[src/rtl/rf_read_scheduler_if.sv]
// Issue-stage bundle between the decoder, the writeback path and the register-file read scheduler.
// The slave modport is the scheduler; the master modport is whoever drives decode and writeback.
interface rf_read_scheduler_if #(
  parameter int NREG  = 32,
  parameter int CNT_W = 16
);
  localparam int IDX_W = $clog2(NREG);

  logic             dec_valid;
  logic             dec_ready;
  logic             r_type;
  logic             i_type;
  logic             d_type;
  logic             cb_type;
  logic             b_type;
  logic             d_store;
  logic [IDX_W-1:0] rn;
  logic [IDX_W-1:0] rm;
  logic [IDX_W-1:0] rd_rt;
  logic             wb_valid;
  logic [IDX_W-1:0] wb_rd;
  logic             flush;
  logic             issue;
  logic [NREG-1:0]  Asel;
  logic [NREG-1:0]  Bsel;
  logic [NREG-1:0]  busy_vec;
  logic [CNT_W-1:0] stall_cnt;

  modport master (
    output dec_valid, r_type, i_type, d_type, cb_type, b_type, d_store,
           rn, rm, rd_rt, wb_valid, wb_rd, flush,
    input  dec_ready, issue, Asel, Bsel, busy_vec, stall_cnt
  );

  modport slave (
    input  dec_valid, r_type, i_type, d_type, cb_type, b_type, d_store,
           rn, rm, rd_rt, wb_valid, wb_rd, flush,
    output dec_ready, issue, Asel, Bsel, busy_vec, stall_cnt
  );
endinterface

[src/rtl/rf_read_scheduler.sv]
// Register-file read scheduler: busy scoreboard, RAW/WAW stall, registered one-hot read selects.
// The top register index is XZR and never participates in hazards or tracking.
module rf_read_scheduler #(
  parameter int NREG  = 32,
  parameter int CNT_W = 16
) (
  input logic                clk,
  input logic                rst_n,
  rf_read_scheduler_if.slave bus
);
  localparam int IDX_W = $clog2(NREG);
  localparam logic [IDX_W-1:0] XZR = IDX_W'(NREG - 1);

  typedef enum logic {
    RUN   = 1'b0,
    STALL = 1'b1
  } state_e;

  function automatic logic [NREG-1:0] onehot(input logic [IDX_W-1:0] idx);
    logic [NREG-1:0] v;
    v      = {NREG{1'b0}};
    v[idx] = 1'b1;
    return v;
  endfunction

  state_e           state_q, state_d;
  logic [NREG-1:0]  busy_q, busy_d;
  logic [NREG-1:0]  asel_q, asel_d;
  logic [NREG-1:0]  bsel_q, bsel_d;
  logic             issue_q, issue_d;
  logic [CNT_W-1:0] cnt_q, cnt_d;

  logic             src_a, src_b, dst_en;
  logic [IDX_W-1:0] b_idx;
  logic [NREG-1:0]  wb_mask, eff_busy;
  logic             haz_a, haz_b, haz_d, hazard;
  logic             stall_ev, fire;

  // Decode operand roles, evaluate hazards and form all next-state values.
  always_comb begin
    src_a    = bus.r_type | bus.i_type | bus.d_type;
    src_b    = bus.r_type | (bus.d_type & bus.d_store) | bus.cb_type;
    dst_en   = bus.r_type | bus.i_type | (bus.d_type & ~bus.d_store);
    b_idx    = bus.r_type ? bus.rm : bus.rd_rt;

    // A same-cycle writeback frees its register because the file writes before it reads.
    wb_mask  = bus.wb_valid ? onehot(bus.wb_rd) : {NREG{1'b0}};
    eff_busy = busy_q & ~wb_mask;

    haz_a    = src_a  & (bus.rn    != XZR) & eff_busy[bus.rn];
    haz_b    = src_b  & (b_idx     != XZR) & eff_busy[b_idx];
    haz_d    = dst_en & (bus.rd_rt != XZR) & eff_busy[bus.rd_rt];
    hazard   = haz_a | haz_b | haz_d;

    stall_ev = bus.dec_valid & hazard & ~bus.flush;
    fire     = bus.dec_valid & ~hazard & ~bus.flush;

    busy_d   = eff_busy | ((fire & dst_en) ? onehot(bus.rd_rt) : {NREG{1'b0}});
    busy_d[XZR] = 1'b0;

    asel_d   = (fire & src_a) ? onehot(bus.rn) : {NREG{1'b0}};
    bsel_d   = (fire & src_b) ? onehot(b_idx)  : {NREG{1'b0}};
    issue_d  = fire;

    if (stall_ev && (cnt_q != {CNT_W{1'b1}})) begin
      cnt_d = cnt_q + CNT_W'(1);
    end else begin
      cnt_d = cnt_q;
    end

    state_d = state_q;
    case (state_q)
      RUN:     state_d = stall_ev ? STALL : RUN;
      STALL:   state_d = stall_ev ? STALL : RUN;
      default: state_d = RUN;
    endcase
  end

  // State, scoreboard and output registers.
  always_ff @(posedge clk or negedge rst_n) begin
    if (!rst_n) begin
      state_q <= RUN;
      busy_q  <= {NREG{1'b0}};
      asel_q  <= {NREG{1'b0}};
      bsel_q  <= {NREG{1'b0}};
      issue_q <= 1'b0;
      cnt_q   <= {CNT_W{1'b0}};
    end else begin
      state_q <= state_d;
      busy_q  <= busy_d;
      asel_q  <= asel_d;
      bsel_q  <= bsel_d;
      issue_q <= issue_d;
      cnt_q   <= cnt_d;
    end
  end

  assign bus.dec_ready = ~hazard;
  assign bus.issue     = issue_q;
  assign bus.Asel      = asel_q;
  assign bus.Bsel      = bsel_q;
  assign bus.busy_vec  = busy_q;
  assign bus.stall_cnt = cnt_q;
endmodule

[src/flat_wrapper.sv]
// flat-port wrapper written by rule: the top's interface ports become plain ports
module rf_read_scheduler_flat 
#(
  parameter int NREG  = 32,
  parameter int CNT_W = 16
)
  (clk, rst_n, bus_dec_valid, bus_r_type, bus_i_type, bus_d_type, bus_cb_type, bus_b_type, bus_d_store, bus_rn, bus_rm, bus_rd_rt, bus_wb_valid, bus_wb_rd, bus_flush, bus_dec_ready, bus_issue, bus_Asel, bus_Bsel, bus_busy_vec, bus_stall_cnt);
  rf_read_scheduler_if #(.NREG(NREG), .CNT_W(CNT_W)) bus_i ();
  input logic clk;
  input logic rst_n;
  input wire logic [$bits(bus_i.dec_valid)-1:0] bus_dec_valid;
  input wire logic [$bits(bus_i.r_type)-1:0] bus_r_type;
  input wire logic [$bits(bus_i.i_type)-1:0] bus_i_type;
  input wire logic [$bits(bus_i.d_type)-1:0] bus_d_type;
  input wire logic [$bits(bus_i.cb_type)-1:0] bus_cb_type;
  input wire logic [$bits(bus_i.b_type)-1:0] bus_b_type;
  input wire logic [$bits(bus_i.d_store)-1:0] bus_d_store;
  input wire logic [$bits(bus_i.rn)-1:0] bus_rn;
  input wire logic [$bits(bus_i.rm)-1:0] bus_rm;
  input wire logic [$bits(bus_i.rd_rt)-1:0] bus_rd_rt;
  input wire logic [$bits(bus_i.wb_valid)-1:0] bus_wb_valid;
  input wire logic [$bits(bus_i.wb_rd)-1:0] bus_wb_rd;
  input wire logic [$bits(bus_i.flush)-1:0] bus_flush;
  output wire logic [$bits(bus_i.dec_ready)-1:0] bus_dec_ready;
  output wire logic [$bits(bus_i.issue)-1:0] bus_issue;
  output wire logic [$bits(bus_i.Asel)-1:0] bus_Asel;
  output wire logic [$bits(bus_i.Bsel)-1:0] bus_Bsel;
  output wire logic [$bits(bus_i.busy_vec)-1:0] bus_busy_vec;
  output wire logic [$bits(bus_i.stall_cnt)-1:0] bus_stall_cnt;
  assign bus_i.dec_valid = bus_dec_valid;
  assign bus_i.r_type = bus_r_type;
  assign bus_i.i_type = bus_i_type;
  assign bus_i.d_type = bus_d_type;
  assign bus_i.cb_type = bus_cb_type;
  assign bus_i.b_type = bus_b_type;
  assign bus_i.d_store = bus_d_store;
  assign bus_i.rn = bus_rn;
  assign bus_i.rm = bus_rm;
  assign bus_i.rd_rt = bus_rd_rt;
  assign bus_i.wb_valid = bus_wb_valid;
  assign bus_i.wb_rd = bus_wb_rd;
  assign bus_i.flush = bus_flush;
  assign bus_dec_ready = bus_i.dec_ready;
  assign bus_issue = bus_i.issue;
  assign bus_Asel = bus_i.Asel;
  assign bus_Bsel = bus_i.Bsel;
  assign bus_busy_vec = bus_i.busy_vec;
  assign bus_stall_cnt = bus_i.stall_cnt;
  rf_read_scheduler #(.NREG(NREG), .CNT_W(CNT_W)) u_core (.clk(clk), .rst_n(rst_n), .bus(bus_i));
endmodule
[config.mk]
export PLATFORM = sky130hd
export DESIGN_NAME = rf_read_scheduler_flat
export DESIGN_NICKNAME = d
export VERILOG_FILES = /design/src/rtl/rf_read_scheduler_if.sv /design/src/rtl/rf_read_scheduler.sv /design/src/flat_wrapper.sv
export SDC_FILE = /design/constraint.sdc
export NUM_CORES = 1
export LEC_CHECK = 0
export BUFFER_PORTS_ARGS = -buffer_cell sky130_fd_sc_hd__clkbuf_2
export CAP_MARGIN = 20
export CORE_MARGIN = 2
export CORE_UTILIZATION = 40
export DETAILED_ROUTE_END_ITERATION = 10
export PLACE_DENSITY_LB_ADDON = 0.1
export SLEW_MARGIN = 0
export SYNTH_ARGS = -nofsm -noshare
export SYNTH_HDL_FRONTEND = slang
export SYNTH_SLANG_ARGS = --single-unit
[constraint.sdc]
create_clock -name clk -period 2.4 [get_ports clk]
set_clock_uncertainty 0.1 [all_clocks]
set_input_delay 0.24 -clock clk [delete_from_list [all_inputs] [get_ports clk]]
set_output_delay 0.24 -clock clk [all_outputs]
set_load 0.01 [all_outputs]
==> results.toml, run 1 <==
[drt]
wl_per_cell_um = 20.6
first_pass_iters = 5
routed_via_density = 5.73
remaining_drc_errors = 0
via_count = 5777
routed_wl_mm = 20.8
drt_iter0_markers = 547
postRouteAntennaNets = 0

[timing]
finalSetupViolCount = 106
final-max-slew-violation-count = 0
hold_viol = 0
layout_min_cycle_time_ns = 2.71
setup_slack_ns = -0.307
holdWs_ns = 0.215
setup_tns_ns = -22.25
tightest_slew_ns = 0.694
rsz0062_at_grt = "yes"
timing.final.crit_share = 1.13
fmax_mhz = 369
slew_headroom = 0.538

[cts]
numCtsBuffers = 9
cts_max_path_buffers = 2
clk_pin_slew_worst_paths_ns = 0.07
htreeDepth = 3
cts_sinks = 112
tritoncts = "done"
cts-root-buf = "clkbuf_16"
clk_latency_ns = 0.35

[global_routing]
first_global_vias = 5481
grt_pass1_wl_mm = 30.5
grt_antenna_before_repair = 0
grt_max_degree = 47
grt_usage = 0.271
grt_overflow = 0

[worst_setup_path]
reg2reg_from = "u_core.bus.busy_vec[3]"
critPathMaxFanout = 8
crit_type = "reg -> reg"
startpoint_type = "flop"
ff2ff_path_depth = 8
reg2reg_slack_ns = -0.31
worstPathRequired_ns = 2.55
r2r-end = "u_core.bus.busy_vec[15]"
cp_data_arrival_time_ns = 2.86
worstSetupEndpointType = "flop"

[placement]
portBuffers = 142
dp_hpwl_mm = 15.1
place_congestion = 0.967
placed_cell_area_mm2 = 0.00766
dp_cells = 975
dpl_worst_slack_ns = -0.547

[power_and_ir_drop]
power_density_mw_per_mm2 = 573
p_total_mw = 5.09
p_leak_nw = 4.03
ir_worst_vdd_mv = 0.380

[die]
start_util = 0.407
rows = 43
die-area_mm2 = 0.0150
die_y_um = 123
coreArea_mm2 = 0.0138
die_x_um = 123
pin_count = 145

[logic_synthesis]
synthAdderAreaFrac = 0.00222
synth_xor_area_frac = 0.0265
synth_top_cell_by_area = "dfrtp_1"
synthSimpleGateAreaFrac = 0.197
synth_flop_cell = "dfrtp_1"
ys_ff_latch = 112
synth.net_count = 587
synth_compound_area_frac = 0.203
synth.top_cell.area_share = 0.498
synth_mux_area_frac = 0.0276
synth_area_per_cell_um2 = 10.1
synth_top_family_by_area = "compound AO/OA/AOI/OAI gates"
synth_top_cells_by_area = "dfrtp_1, nor3_1, o31ai_1"
synthArstFlopShare = 1.00
yosysWarnings = 0
ys_types = 57
netlist_instances = 555
syn_area_mm2 = 0.00563
synth_edf_count = 0
ys_seq_area_frac = 0.498

[final_layout]
layout_commonest_cell = "clkbuf_2"
nNetsFinal = 855
drive_above_1_share = 0.546
final_cell_mix = "clkbuf_2, buf_4, dfrtp_1, nor3_2, nand2_1"
antenna_cells = 0
finish.instance_area_mm2 = 0.00888
syn_to_final_growth_pct = 57.8
post-route-util = 0.642
fin_cells = 1008

[run_status]
status = "finished, violations left"
failed_checks = "negative setup slack"

[job]
drv_cap = 0

[hold_path]
hold_path_class = "in -> async"
cells by family after synthesis:
family / after synthesis
AO/OA/AOI/OAI: 163
buffers and inverters: 49
other: 1
multiplexers: 14
adder cells (fa/ha/maj): 1
flip-flops: 112
AND/OR/NAND/NOR: 198
XOR/XNOR: 17
cells in the mapped netlist, types with 3 or more instances:
cell / n
o31ai_1: 32
clkbuf_1: 14
o21ai_1: 9
dfrtp_1: 112
nand4b_1: 4
o22ai_1: 6
o21ai_0: 35
buf_6: 7
or2_2: 3
a22oi_1: 15
nand2b_1: 12
mux2i_1: 11
o32ai_2: 3
and3_1: 6
nand4bb_1: 3
o2111ai_1: 11
nor3_1: 60
nor4_1: 4
nor2b_1: 8
xnor2_1: 16
nor2_1: 14
a21oi_1: 11
inv_1: 9
o211ai_1: 26
nor3_2: 12
nand3_1: 16
buf_2: 14
nand2_1: 38
nand4_1: 4
state kept, by name (all words and copies together), names as in the netlist:
name,flops
u_core.bus.issue,1
u_core.bus.Bsel,32
u_core.bus.stall_cnt,16
u_core.bus.Asel,32
u_core.bus.busy_vec,31
power by group:
part           internal, mW  switching [mW]  total (mW)
clock network         0.920           0.665        1.59
registers              1.99           0.115        2.11
logic                 0.611           0.785        1.40
total                  3.53            1.56        5.09
what timing repair did:
item | CTS | global route
cloned | 2 | 3
resized for setup | 63 | 89
pin swaps | 7 | 17
endpoints found under the setup margin | 112 | 113
buffers inserted | 8 | 6
hold endpoints to repair | 20 | 0
hold buffers | 1 | 0
worst max-delay path by stage:
stage | startpoint | to | slack (ns)
after CTS | u_core.bus.busy_vec[2] | bus_dec_ready | -0.29
after global placement | bus_wb_rd[0] | u_core.bus.busy_vec[14] | -0.45
after detailed placement | bus_wb_rd[0] | u_core.bus.busy_vec[13] | -0.55
final | u_core.bus.busy_vec[3] | u_core.bus.busy_vec[15] | -0.31
after floorplan | bus_wb_rd[0] | u_core.bus.Bsel[12] | -0.21
after global routing | u_core.bus.busy_vec[3] | u_core.bus.busy_vec[29] | -0.38
critical path: stages (launching register included):
cell and delay [ns]:
dfrtp_1 0.42, mux4_2 0.51, o311a_1 0.15, nor4_2 0.23, or4_4 0.20, o31ai_4 0.08, or3_4 0.50, buf_6 0.20
o31ai_1 0.22
routing by layer:
layer | track usage | wire length, um | up-vias | share of wire
li1 | - | - | 2641 | -
met1 | 0.361 | 8700 | 2836 | 0.42
met2 | 0.444 | 10000 | 248 | 0.48
met3 | 0.0446 | 1380 | 52 | 0.066
met4 | 0.101 | 705 | 0 | 0.034
met5 | 0 | 0 | - | 0
area by class of cell:
class                   count  area [um^2]
fillers                  1101         4940
flip-flops and latches    112         2800
inverters                  11         41.3
multi-input cells         394         3430
well taps                 180          225
repair buffers            295         2070
clock inverters             4         76.3
clock buffers              12          236
(Power assumes the default switching activity.)
==> run 2: changes to the inputs <==
--- a/config.mk
+++ b/config.mk
@@ -7,8 +7,10 @@
 export LEC_CHECK = 0
 export BUFFER_PORTS_ARGS = -buffer_cell sky130_fd_sc_hd__clkbuf_2
 export CAP_MARGIN = 20
+export CELL_PAD_IN_SITES_DETAIL_PLACEMENT = 1
+export CELL_PAD_IN_SITES_GLOBAL_PLACEMENT = 1
 export CORE_MARGIN = 2
-export CORE_UTILIZATION = 40
+export CORE_UTILIZATION = 37
 export DETAILED_ROUTE_END_ITERATION = 10
 export PLACE_DENSITY_LB_ADDON = 0.1
 export SLEW_MARGIN = 0
==> run 2 against run 1 <==
Net effect: the run still ends with negative setup slack left; hold slack gained 0.010 ns; worst setup slack lost 0.22 ns; flip-flop and latch count is the same; first-iteration DRC count shrank 27%; global-route usage grew 1.9 points; register-to-register slack lost 0.16 ns; die area grew 7.8%; count of clock-buffer cells in the layout shrank 1; wire length grew 16%; largest power group unchanged.
==> results.toml, run 2 (same netlist as run 1, synthesis figures left out) <==
[global_routing]
grt_usage = 0.290
grt_pass1_wl_mm = 36.0
grt_max_degree = 72
grt_antenna_before_repair = 0
grt_overflow = 0
first_global_vias = 6351

[worst_setup_path]
worstPathRequired_ns = 2.56
cp_top_family = "simple AND/OR/NAND/NOR gates"
cp_slowest_cell = "or4b_4"
cp_data_arrival_time_ns = 3.08
ff2ff_path_depth = 14
path_buf_inv = 4
startpoint_type = "primary input"
cpPeakStageDelay_ns = 0.52
crit_type = "in -> reg"
path_cells = "clkbuf_8 > buf_6 > or4b_4 > o211ai_1 > a211oi_1 > nor4_1 > or4_4 > o31ai_4 > buf_4 > or3_4 > bufbuf_16 > nor3_1"
critPathMaxFanout = 8
worstSetupEndpointType = "flop"
crit_cells = 12

[cts]
clk_latency_ns = 0.36
cts_sinks = 112
htreeDepth = 3
clk_pin_slew_worst_paths_ns = 0.08
cts_max_path_buffers = 2
cts-root-buf = "clkbuf_16"
numCtsBuffers = 9
tritoncts = "done"

[placement]
portBuffers = 142
place_congestion = 0.968
dp_hpwl_mm = 16.7
placed_cell_area_mm2 = 0.00782

[timing]
tightest_slew_ns = 0.657
final-max-slew-violation-count = 0
finalSetupViolCount = 113
setup_slack_ns = -0.525
fmax_mhz = 342
layout_min_cycle_time_ns = 2.92
hold_viol = 0
slew_headroom = 0.561
rsz0062_at_grt = "yes"
setup_tns_ns = -46.42
timing.final.crit_share = 1.22

[die]
rows = 45
die_x_um = 127
pin_count = 145
start_util = 0.374
coreArea_mm2 = 0.0150
die-area_mm2 = 0.0162
die_y_um = 127

[hold_path]
hold_path_class = "in -> async"

[drt]
wl_per_cell_um = 23.0
routed_wl_mm = 24.1
drt_iter0_markers = 400
postRouteAntennaNets = 0
routed_via_density = 5.80
via_count = 6061
first_pass_iters = 5
remaining_drc_errors = 0

[final_layout]
syn_to_final_growth_pct = 59.1
antenna_cells = 0
finish.instance_area_mm2 = 0.00895
final_cell_mix = "buf_4, clkbuf_2, dfrtp_1, nor3_2, nand2_1"
drive_above_1_share = 0.544
nNetsFinal = 885
layout_commonest_cell = "buf_4"

[power_and_ir_drop]
ir_worst_vdd_mv = 0.400
power_density_mw_per_mm2 = 572
p_leak_nw = 4.20
p_total_mw = 5.12

[job]
drv_cap = 0

[run_status]
failed_checks = "negative setup slack"
status = "finished, violations left"
## run 2: cell types whose count changed in the layout (fill, tap and decap cells not counted), moves of 4 or more
cell       previous run  this run
buf_4               132       160
bufbuf_16             0         4
clkbuf_2            133       138
o21ai_0              15        21
o21ai_4               8         4
o31ai_1               2         9
o31ai_2              14        19
o31ai_4              17         5
## run 2: power by group
part / internal (mW) / total (mW) / switching [mW] / leakage [nW]
Clock: 0.813 / 1.56 / 0.742 / 0.136
Sequential: 1.99 / 2.11 / 0.113 / 1.54
Combinational: 0.657 / 1.46 / 0.803 / 2.52
## run 2: final timing paths
kind,end,slack [ns],from
hold / removal,u_core.bus.busy_vec[7],0.23,rst_n
min in group clk,u_core.bus.Asel[30],0.27,bus_rn[3]
max in group asynchronous,u_core.bus.Bsel[16],1.29,rst_n
setup reg to reg,u_core.bus.stall_cnt[4],-0.47,u_core.bus.busy_vec[0]
hold reg to reg,u_core.bus.stall_cnt[13],0.40,u_core.bus.stall_cnt[13]
setup / recovery,u_core.bus.Asel[29],-0.52,bus_wb_rd[0]
## run 2: layout make-up
type	count	area [um^2]
clock buffer	11	233
clock inverter	4	55.1
fill	1667	6080
inverter	11	41.3
multi-input combinational	395	3230
sequential	112	2800
tap	188	235
timing repair buffer	324	2350
## run 2: what timing repair did
action,CTS,global route
cloned,5,1
buffers inserted,6,13
hold buffers,1,0
hold endpoints to repair,19,0
resized for setup,70,42
setup endpoints to repair,113,113
pin swaps,17,15
## run 2: metal layers
layer  GRT usage  wire length [um]  vias up
li1            -                 -     2693
met1       0.373              9780     3042
met2       0.494             12300      274
met3      0.0452              1360       52
met4       0.107               680        0
met5           0                 0        -
## run 2: per-stage QoR
step / setup WS [ns] / std cells / hold WS [ns] / util
floorplan: -0.208 / 555 / -0.156 / -
global placement: -0.578 / 1005 / 0.0471 / 0.520
detailed placement: -0.707 / 1005 / 0.0585 / 0.520
CTS: -0.401 / 1032 / 0.219 / 0.577
global route: -0.579 / 1045 / 0.237 / 0.596
finish: -0.525 / 1045 / 0.225 / 0.596
